$ cat src/rtl/fetch_queue_if.sv
// Handshake bundle between fetch (master) and the prefetch queue (slave).
// Carries flush, both valid/ready channels and the occupancy count.
interface fetch_queue_if #(
  parameter int DATA_W = 16,
  parameter int ADDR_W = 16,
  parameter int DEPTH  = 4
);
  localparam int CNT_W = $clog2(DEPTH) + 1;

  logic              flush;
  logic              in_valid;
  logic              in_ready;
  logic [DATA_W-1:0] in_instr;
  logic [ADDR_W-1:0] in_pc;
  logic              out_valid;
  logic              out_ready;
  logic [DATA_W-1:0] out_instr;
  logic [ADDR_W-1:0] out_pc;
  logic [CNT_W-1:0]  count;

  modport master (
    output flush, in_valid, in_instr, in_pc, out_ready,
    input  in_ready, out_valid, out_instr, out_pc, count
  );

  modport slave (
    input  flush, in_valid, in_instr, in_pc, out_ready,
    output in_ready, out_valid, out_instr, out_pc, count
  );
endinterface

$ cat src/rtl/fetch_queue.sv
// Instruction prefetch FIFO between fetch and IF/ID, flushed on branch redirect.
// Optional zero-latency empty-queue bypass when FETCH_QUEUE_BYPASS_EN is defined.
module fetch_queue #(
  parameter int DATA_W = 16,
  parameter int ADDR_W = 16,
  parameter int DEPTH  = 4
) (
  input  logic           clk,
  input  logic           rst_n,
  fetch_queue_if.slave   bus
);
  localparam int CNT_W = $clog2(DEPTH) + 1;
  localparam int PTR_W = $clog2(DEPTH);
  localparam int ENT_W = DATA_W + ADDR_W;

  logic [ENT_W-1:0] r_mem [DEPTH];
  logic [PTR_W-1:0] r_wr_ptr;
  logic [PTR_W-1:0] r_rd_ptr;
  logic [CNT_W-1:0] r_count;
  logic             r_in_ready;
  logic             r_out_valid;
  logic [ENT_W-1:0] r_head;

  logic             w_push;
  logic             w_pop;
  logic             w_byp_take;
  logic [PTR_W-1:0] w_wr_nxt;
  logic [PTR_W-1:0] w_rd_nxt;
  logic [CNT_W-1:0] w_cnt_nxt;
  logic [ENT_W-1:0] w_head_nxt;
  logic [ENT_W-1:0] w_in_ent;
  logic [ENT_W-1:0] w_out_ent;

  assign w_in_ent = {bus.in_pc, bus.in_instr};

`ifdef FETCH_QUEUE_BYPASS_EN
  logic w_bypass;
  assign w_bypass   = (r_count == '0) & bus.in_valid & ~bus.flush;
  // An entry handed straight to decode never touches the storage.
  assign w_byp_take = w_bypass & bus.out_ready;
  assign w_out_ent  = r_out_valid ? r_head : (w_bypass ? w_in_ent : '0);
  assign bus.out_valid = r_out_valid | w_bypass;
`else
  assign w_byp_take = 1'b0;
  assign w_out_ent  = r_head;
  assign bus.out_valid = r_out_valid;
`endif

  assign w_push = bus.in_valid & r_in_ready & ~bus.flush & ~w_byp_take;
  assign w_pop  = r_out_valid & bus.out_ready & ~bus.flush;

  assign bus.in_ready  = r_in_ready;
  assign bus.count     = r_count;
  assign bus.out_instr = w_out_ent[DATA_W-1:0];
  assign bus.out_pc    = w_out_ent[ENT_W-1:DATA_W];

  // Next pointer and occupancy values; flush overrides push and pop.
  always_comb begin
    w_wr_nxt  = r_wr_ptr;
    w_rd_nxt  = r_rd_ptr;
    w_cnt_nxt = r_count;
    if (bus.flush) begin
      w_wr_nxt  = '0;
      w_rd_nxt  = '0;
      w_cnt_nxt = '0;
    end else begin
      if (w_push) begin
        w_wr_nxt = r_wr_ptr + PTR_W'(1);
      end else begin
        w_wr_nxt = r_wr_ptr;
      end
      if (w_pop) begin
        w_rd_nxt = r_rd_ptr + PTR_W'(1);
      end else begin
        w_rd_nxt = r_rd_ptr;
      end
      case ({w_push, w_pop})
        2'b10:   w_cnt_nxt = r_count + CNT_W'(1);
        2'b01:   w_cnt_nxt = r_count - CNT_W'(1);
        default: w_cnt_nxt = r_count;
      endcase
    end
  end

  // Next head entry; the incoming write lands on the head slot when the queue drains to it.
  always_comb begin
    w_head_nxt = '0;
    if (w_cnt_nxt == '0) begin
      w_head_nxt = '0;
    end else if (w_push && (r_wr_ptr == w_rd_nxt)) begin
      w_head_nxt = w_in_ent;
    end else begin
      w_head_nxt = r_mem[w_rd_nxt];
    end
  end

  // Control state and registered output flags/head.
  always_ff @(posedge clk or negedge rst_n) begin
    if (!rst_n) begin
      r_wr_ptr    <= '0;
      r_rd_ptr    <= '0;
      r_count     <= '0;
      r_in_ready  <= 1'b1;
      r_out_valid <= 1'b0;
      r_head      <= '0;
    end else begin
      r_wr_ptr    <= w_wr_nxt;
      r_rd_ptr    <= w_rd_nxt;
      r_count     <= w_cnt_nxt;
      r_in_ready  <= (w_cnt_nxt != CNT_W'(DEPTH));
      r_out_valid <= (w_cnt_nxt != '0);
      r_head      <= w_head_nxt;
    end
  end

  // Entry storage, intentionally left unreset.
  always_ff @(posedge clk) begin
    if (w_push) begin
      r_mem[r_wr_ptr] <= w_in_ent;
    end
  end
endmodule

$ cat src/flat_wrapper.sv
// flat-port wrapper written by rule: the top's interface ports become plain ports
module fetch_queue_flat 
#(
  parameter int DATA_W = 16,
  parameter int ADDR_W = 16,
  parameter int DEPTH  = 4
)
  (clk, rst_n, bus_flush, bus_in_valid, bus_in_instr, bus_in_pc, bus_out_ready, bus_in_ready, bus_out_valid, bus_out_instr, bus_out_pc, bus_count);
  fetch_queue_if #(.DATA_W(DATA_W), .ADDR_W(ADDR_W), .DEPTH(DEPTH)) bus_i ();
  input  logic clk;
  input  logic rst_n;
  input wire logic [$bits(bus_i.flush)-1:0] bus_flush;
  input wire logic [$bits(bus_i.in_valid)-1:0] bus_in_valid;
  input wire logic [$bits(bus_i.in_instr)-1:0] bus_in_instr;
  input wire logic [$bits(bus_i.in_pc)-1:0] bus_in_pc;
  input wire logic [$bits(bus_i.out_ready)-1:0] bus_out_ready;
  output wire logic [$bits(bus_i.in_ready)-1:0] bus_in_ready;
  output wire logic [$bits(bus_i.out_valid)-1:0] bus_out_valid;
  output wire logic [$bits(bus_i.out_instr)-1:0] bus_out_instr;
  output wire logic [$bits(bus_i.out_pc)-1:0] bus_out_pc;
  output wire logic [$bits(bus_i.count)-1:0] bus_count;
  assign bus_i.flush = bus_flush;
  assign bus_i.in_valid = bus_in_valid;
  assign bus_i.in_instr = bus_in_instr;
  assign bus_i.in_pc = bus_in_pc;
  assign bus_i.out_ready = bus_out_ready;
  assign bus_in_ready = bus_i.in_ready;
  assign bus_out_valid = bus_i.out_valid;
  assign bus_out_instr = bus_i.out_instr;
  assign bus_out_pc = bus_i.out_pc;
  assign bus_count = bus_i.count;
  fetch_queue #(.DATA_W(DATA_W), .ADDR_W(ADDR_W), .DEPTH(DEPTH)) u_core (.clk(clk), .rst_n(rst_n), .bus(bus_i));
endmodule
$ cat config.mk
export PLATFORM = sky130hd
export DESIGN_NAME = fetch_queue_flat
export DESIGN_NICKNAME = d
export VERILOG_FILES = /design/src/rtl/fetch_queue_if.sv /design/src/rtl/fetch_queue.sv /design/src/flat_wrapper.sv
export SDC_FILE = /design/constraint.sdc
export NUM_CORES = 1
export LEC_CHECK = 0
export ABC_CLOCK_PERIOD_IN_PS = 2500
export CAP_MARGIN = 30
export CORE_ASPECT_RATIO = 0.8
export CORE_MARGIN = 1
export CORE_UTILIZATION = 37
export CTS_BUF_LIST = sky130_fd_sc_hd__clkbuf_8
export DETAILED_ROUTE_END_ITERATION = 8
export SLEW_MARGIN = 25
export SYNTH_ARGS = -nofsm -noshare
export SYNTH_HDL_FRONTEND = slang
export SYNTH_SLANG_ARGS = --single-unit
$ cat constraint.sdc
create_clock -name clk -period 2.5 [get_ports clk]
set_input_delay 0.25 -clock clk [delete_from_list [all_inputs] [get_ports clk]]
set_output_delay 0.25 -clock clk [all_outputs]
set_load 0.05 [all_outputs]
# Word-level counts from Yosys, hierarchy flattened
# Memories as Yosys holds them, arrays and structs flattened.
# Index checks and enable logic that the tools add are counted.
[word_totals]
input_bits = 37
out_inout_bits = 37
reg_bits = 41
memories = 1
ramBits = 128
[mem_list]
columns = ["name", "words", "word_bits", "read_ports", "rd_ports_with_merged_regs", "wr", "line_no", "rtl"]
rows = [
  ["u_core.r_mem", 4, 32, 1, 0, 1, "fetch_queue.sv:16", "logic [ENT_W-1:0] r_mem [DEPTH];"],
]
[classes]
reduce_logical = 4
mux = 10
n_eq_ne = 4
addsub = 4
n_bitwise = 5
[op_table]
columns = ["cell", "count"]
rows = [
  ["32-bit two-way mux", 2],
  ["2-bit two-way mux", 4],
  ["3-bit one-hot mux with 2 select lines", 1],
  ["2-bit by 1-bit adder with 2-bit output, second input constant", 2],
  ["1-bit bitwise AND", 4],
  ["3-bit by 1-bit adder with 3-bit output, second input constant", 1],
  ["3-bit zero test", 1],
  ["3-bit two-way mux", 1],
  ["3-bit != test, second input constant", 1],
  ["3-bit nonzero test", 1],
  ["3-bit by 1-bit subtractor with 3-bit output, second input constant", 1],
  ["2-bit by 1-bit equality test with 1-bit output, second input constant", 1],
  ["2-bit equality test", 1],
  ["2-bit equality test, second input constant", 1],
  ["1-bit two-way mux", 2],
  ["2-bit nonzero test", 1],
  ["1-bit logical AND", 1],
  ["1-bit NOT", 1],
]

# Longest topological paths before layout
[logic_depth]
word_depth = 8
ltp_mapped = 12
depth_no_buf = 10

# Worst setup path after synthesis
# No wires, ideal clock.
[synth_path]
kind = "flip-flop to flip-flop"
from = "register u_core.r_in_ready, in the netlist u_core.bus.in_ready"
to = "register u_core.r_head[22]"
t_arrival_ps = 2781
path_stages_with_launch = 12
synth_period_minus_slack_ps = 2859
setup_time_ps = 78
path_slack_ps = -359
required_time_ps = 2422
cell_sequence = "dfstp_2 -> nand2_1 -> nor2_1 -> inv_1 -> ha_1 -> fa_1 -> xnor2_1 -> or3_1 -> a21oi_1 -> nor2_1 -> clkbuf_1 -> a21oi_1"
[synth_via]
elab_chain_len = 7
[synth_rtl]
columns = ["element", "line_no", "rtl"]
rows = [
  ["start, declared", "fetch_queue.sv:20", "logic r_in_ready;"],
  ["start signal, assigned", "fetch_queue.sv:110", "r_in_ready <= (w_cnt_nxt != CNT_W'(DEPTH));"],
  ["1-bit bitwise AND (*) (2 in series)", "fetch_queue.sv:49", "assign w_push = bus.in_valid & r_in_ready & ~bus.flush & ~w_byp_take;"],
  ["2-bit by 1-bit equality test with 1-bit output or 2-bit equality test (tied branches)", "fetch_queue.sv:77", "case ({w_push, w_pop})"],
  ["3-bit one-hot mux with 2 select lines (*)", "fetch_queue.sv:77", ""],
  ["3-bit two-way mux (*)", "fetch_queue.sv:62", "if (bus.flush) begin"],
  ["net u_core.w_cnt_nxt[2]", "fetch_queue.sv:29", "logic [CNT_W-1:0] w_cnt_nxt;"],
  ["3-bit zero test (*)", "fetch_queue.sv:88", "if (w_cnt_nxt == '0) begin"],
  ["32-bit two-way mux (*)", "fetch_queue.sv:88", ""],
  ["net u_core.w_head_nxt[22]", "fetch_queue.sv:30", "logic [ENT_W-1:0] w_head_nxt;"],
  ["end signal, assigned", "fetch_queue.sv:112", "r_head <= w_head_nxt;"],
  ["end, declared", "fetch_queue.sv:22", "logic [ENT_W-1:0] r_head;"],
]
# Mark *: on every way through the listed nets, which the timed path passes. The rest lies on a longest branch.
# A chain may end at the register's enable or synchronous reset.

# Worst setup path in the final report
[layout_path]
from = "register u_core.r_in_ready, in the netlist u_core.bus.in_ready"
to = "register u_core.r_head[11]"
# Same word-level chain as after synthesis.

==> out/metrics.csv <==
metric;value;unit
status;complete, but fails checks;
violated checks;DRC;
initial antenna violation count;0;
Num CTS Buffers;17;
final hold violation count;0;
number of global-route vias before repair;4655;
Power Density;744;nW/um^2
Worst-path clk slew;0.09;ns
max-slew violations;0;
die width;153;um
WL per Instance;20.2;um
post-placement cell area;7970;um^2
Synth Warn #;0;
Final Wtd Congestion;0.732;
Finish-stage setup viols;0;
die height;122;um
met3 Use GR;4.48;%
CP Capture Type;flip-flop;
Synth Net Count;524;
mean post-synth cell area;14.0;um^2
starting density of the core;38.3;%
Setup CP Type;reg -> reg;
Ports;74;
Max VDD drop;0.382;mV
largest cells by area after synthesis;edfxtp_1 57%, dfrtp_1 15%, nand2_1 5.6%, a311o_1 4.8%, a2111oi_0 4.2%;
area leader, netlist;edfxtp_1;
crit path DAT;2.87;ns
Worst R2R End;u_core.r_head[11]$_DFF_PN0_;
RSZ-0062 raised after global routing;true;
sequential fraction of the synthesis area;72.6;%
Yosys reg bits;169;
die footprint;18700;um^2
Reg area;4870;um^2
finished layout cell area;8720;um^2
top-area cell type share of the netlist area;57.3;%
grt ovf;0;
combined area of the multi-input logic cells;1880;um^2
min cycle time layout;2.48;ns
DP Worst Slack;-0.655;ns
CP max FO;11;
largest net degree at the start of global routing;43;
P&R area growth vs syn;30.0;%
ANT nets after route;0;
detailed placement HPWL;9520;um
Worst Skew;0.0102;ns
WL final;16800;um
GRT busiest layer;met2;
vias per inst;5.35;
FF-to-FF path depth;11;
clock tree sinks;169;
distinct cell type count after synthesis;30;
# DRC;4;
CTS tree;yes;
crit path launch;u_core.bus.in_ready$_DFF_PN1_;
Clock Latency Late Sink;0.46;ns
worst setup path end;u_core.r_head[11]$_DFF_PN0_;
H-tree Lvls;4;
All-Layer GR Usage;18.8;%
slew at the pin closest to its max-slew limit;0.725;ns
post-route insts no fill;832;
setup ws final;0.0240;ns
static leakage;0.00312;uW
CTS Buffer Depth;2;
Root Buffer;clkbuf_8;
# port buffers;73;
Rows;43;
Max-slew headroom;50.4;%
FF-to-FF setup slack;0.02;ns
GRT met1 Usage;25.3;%
max capacitance violation total;0;
fmax;404;MHz
Hold Path Class;in -> reg;
DP Cell Count;780;
DRT Pass-1 Iters;9;
core area;17500;um^2
worst flop-to-flop path startpoint;u_core.bus.in_ready$_DFF_PN1_;
CP required;2.89;ns
global-route met2 utilization;30.3;%
Ant. Diodes;0;
Fillers;1488;
vias;4449;
share of cells above drive strength 1;22.7;%
first-pass GRT wire length;26000;um
nets@finish;637;
Synth Instances;481;
Worst setup SP type;flip-flop;
Synth Cell Area;6710;um^2
drt initial violations;332;
final period utilization;99.0;%
[cell families (layout without fill, tap and decap cells)]
group                      Yosys count  count (layout)  synth area share [%]
and+or+nand+nor                    153             154                  10.6
xor gates and xnor gates             6               6                 0.783
AOI/OAI and AO/OA                  104             104                  12.1
muxes                                1               1                 0.149
buffers and inverters               42             167                  2.57
adders and majority gates            6               6                  1.23
DFF                                169             169                  72.6
[metrics by stage]
step	TNS [ns]	utilization, %	total power (uW)	hold WS, ns
after floorplan	-1.54	-	3910	-0.0456
after global placement	-15.76	45.4	4350	0.248
after detailed placement	-20.86	45.4	4370	0.257
after CTS	-0.0181	49.0	6480	0.143
after global routing	-0.841	49.7	6720	0.152
final	0	49.7	6490	0.181
[what timing repair did]
item | CTS | global route
gates cloned | 1 | 0
pin swaps | 4 | 2
hold buffers | 1 | 0
hold endpoints to repair | 18 | 0
gates resized for setup | 9 | 31
setup buffers | 15 | 3
endpoints found under the setup margin | 33 | 74
[routing by layer]
layer  routed length (um)  vias to the layer above
met4                  111                        0
met1                 7600                     2245
met2                 7900                      139
li1                     -                     2057
met5                    0                        -
met3                 1170                        8
[layout make-up]
type,count,area share (%)
clock inverters,15,2.15
flip-flops and latches,169,55.8
well taps,225,3.23
clock buffers,17,2.68
inverters,6,0.258
multi-input cells,271,21.6
repair buffers,129,14.2
[synth_stat cells (all sizes together)]
cell type  instances
dfstp              1
edfxtp           128
mux2i              1
a311o             32
ha                 5
nand3              2
a211oi             3
and2               4
fa                 1
nor2b              1
buf               12
o21ai              1
or2                1
and4bb             1
nor4               1
or3                1
nor2               7
xor2               3
clkbuf            24
a21oi             35
nand3b             1
a21bo              1
inv                6
nand2b             1
nor3b              1
a2111oi           32
dfrtp             40
and3              32
xnor2              3
nand2            100
[critical path: stages, from the launching register on]
cell     delay, ns
dfstp_2       0.56
nand2_4       0.06
nor2_4        0.10
inv_2         0.06
ha_4          0.16
fa_2          0.35
xnor2_2       0.15
or3_4         0.35
a21oi_4       0.25
nor2_4        0.08
buf_12        0.16
a21oi_2       0.11
[how the worst min path moves through the flow]
stage	start	end	slack, ns	depth (start not counted)
2_1_floorplan	rst_n	u_core.bus.count[0]$_DFF_PN0_	-0.05	0
3_3_place_gp	rst_n	u_core.r_head[9]$_DFF_PN0_	0.25	1
3_5_place_dp	rst_n	u_core.r_head[9]$_DFF_PN0_	0.26	1
4_1_cts	bus_flush	u_core.r_wr_ptr[1]$_DFFE_PN0P_	0.14	3
5_1_grt	bus_flush	u_core.r_wr_ptr[1]$_DFFE_PN0P_	0.15	3
6_report	bus_flush	u_core.r_wr_ptr[1]$_DFFE_PN0P_	0.18	3
[report_power, final]
part | internal, uW | total, uW | switching, uW | leakage (uW)
Combinational | 468 | 1230 | 760 | 0.00119
Clock | 1010 | 2060 | 1050 | 0.000215
Sequential | 3160 | 3200 | 45.0 | 0.00172
Total | 4630 | 6490 | 1850 | 0.00312
[sequential cells by signal, indices dropped and copies added, names as in the netlist]
signal	flops
u_core.bus.count	3
u_core.r_rd_ptr	2
u_core.bus.out_valid	1
u_core.r_mem	128
u_core.r_wr_ptr	2
u_core.r_head	32
u_core.bus.in_ready	1
[cells in the final DEF, fill, tap and decap left out, types with 3 or more instances in the layout]
cell / n
a211oi_1: 3
nor2_4: 3
ha_1: 4
a311o_1: 32
nor2_1: 5
bufinv_16: 3
buf_4: 45
inv_6: 6
dfrtp_1: 40
clkbuf_8: 17
a2111oi_0: 32
and3_1: 32
edfxtp_1: 128
a21oi_2: 31
buf_12: 7
nand2_1: 99
clkdlybuf4s50_1: 71
inv_1: 6
buf_6: 3
(Power assumes the default switching activity.)
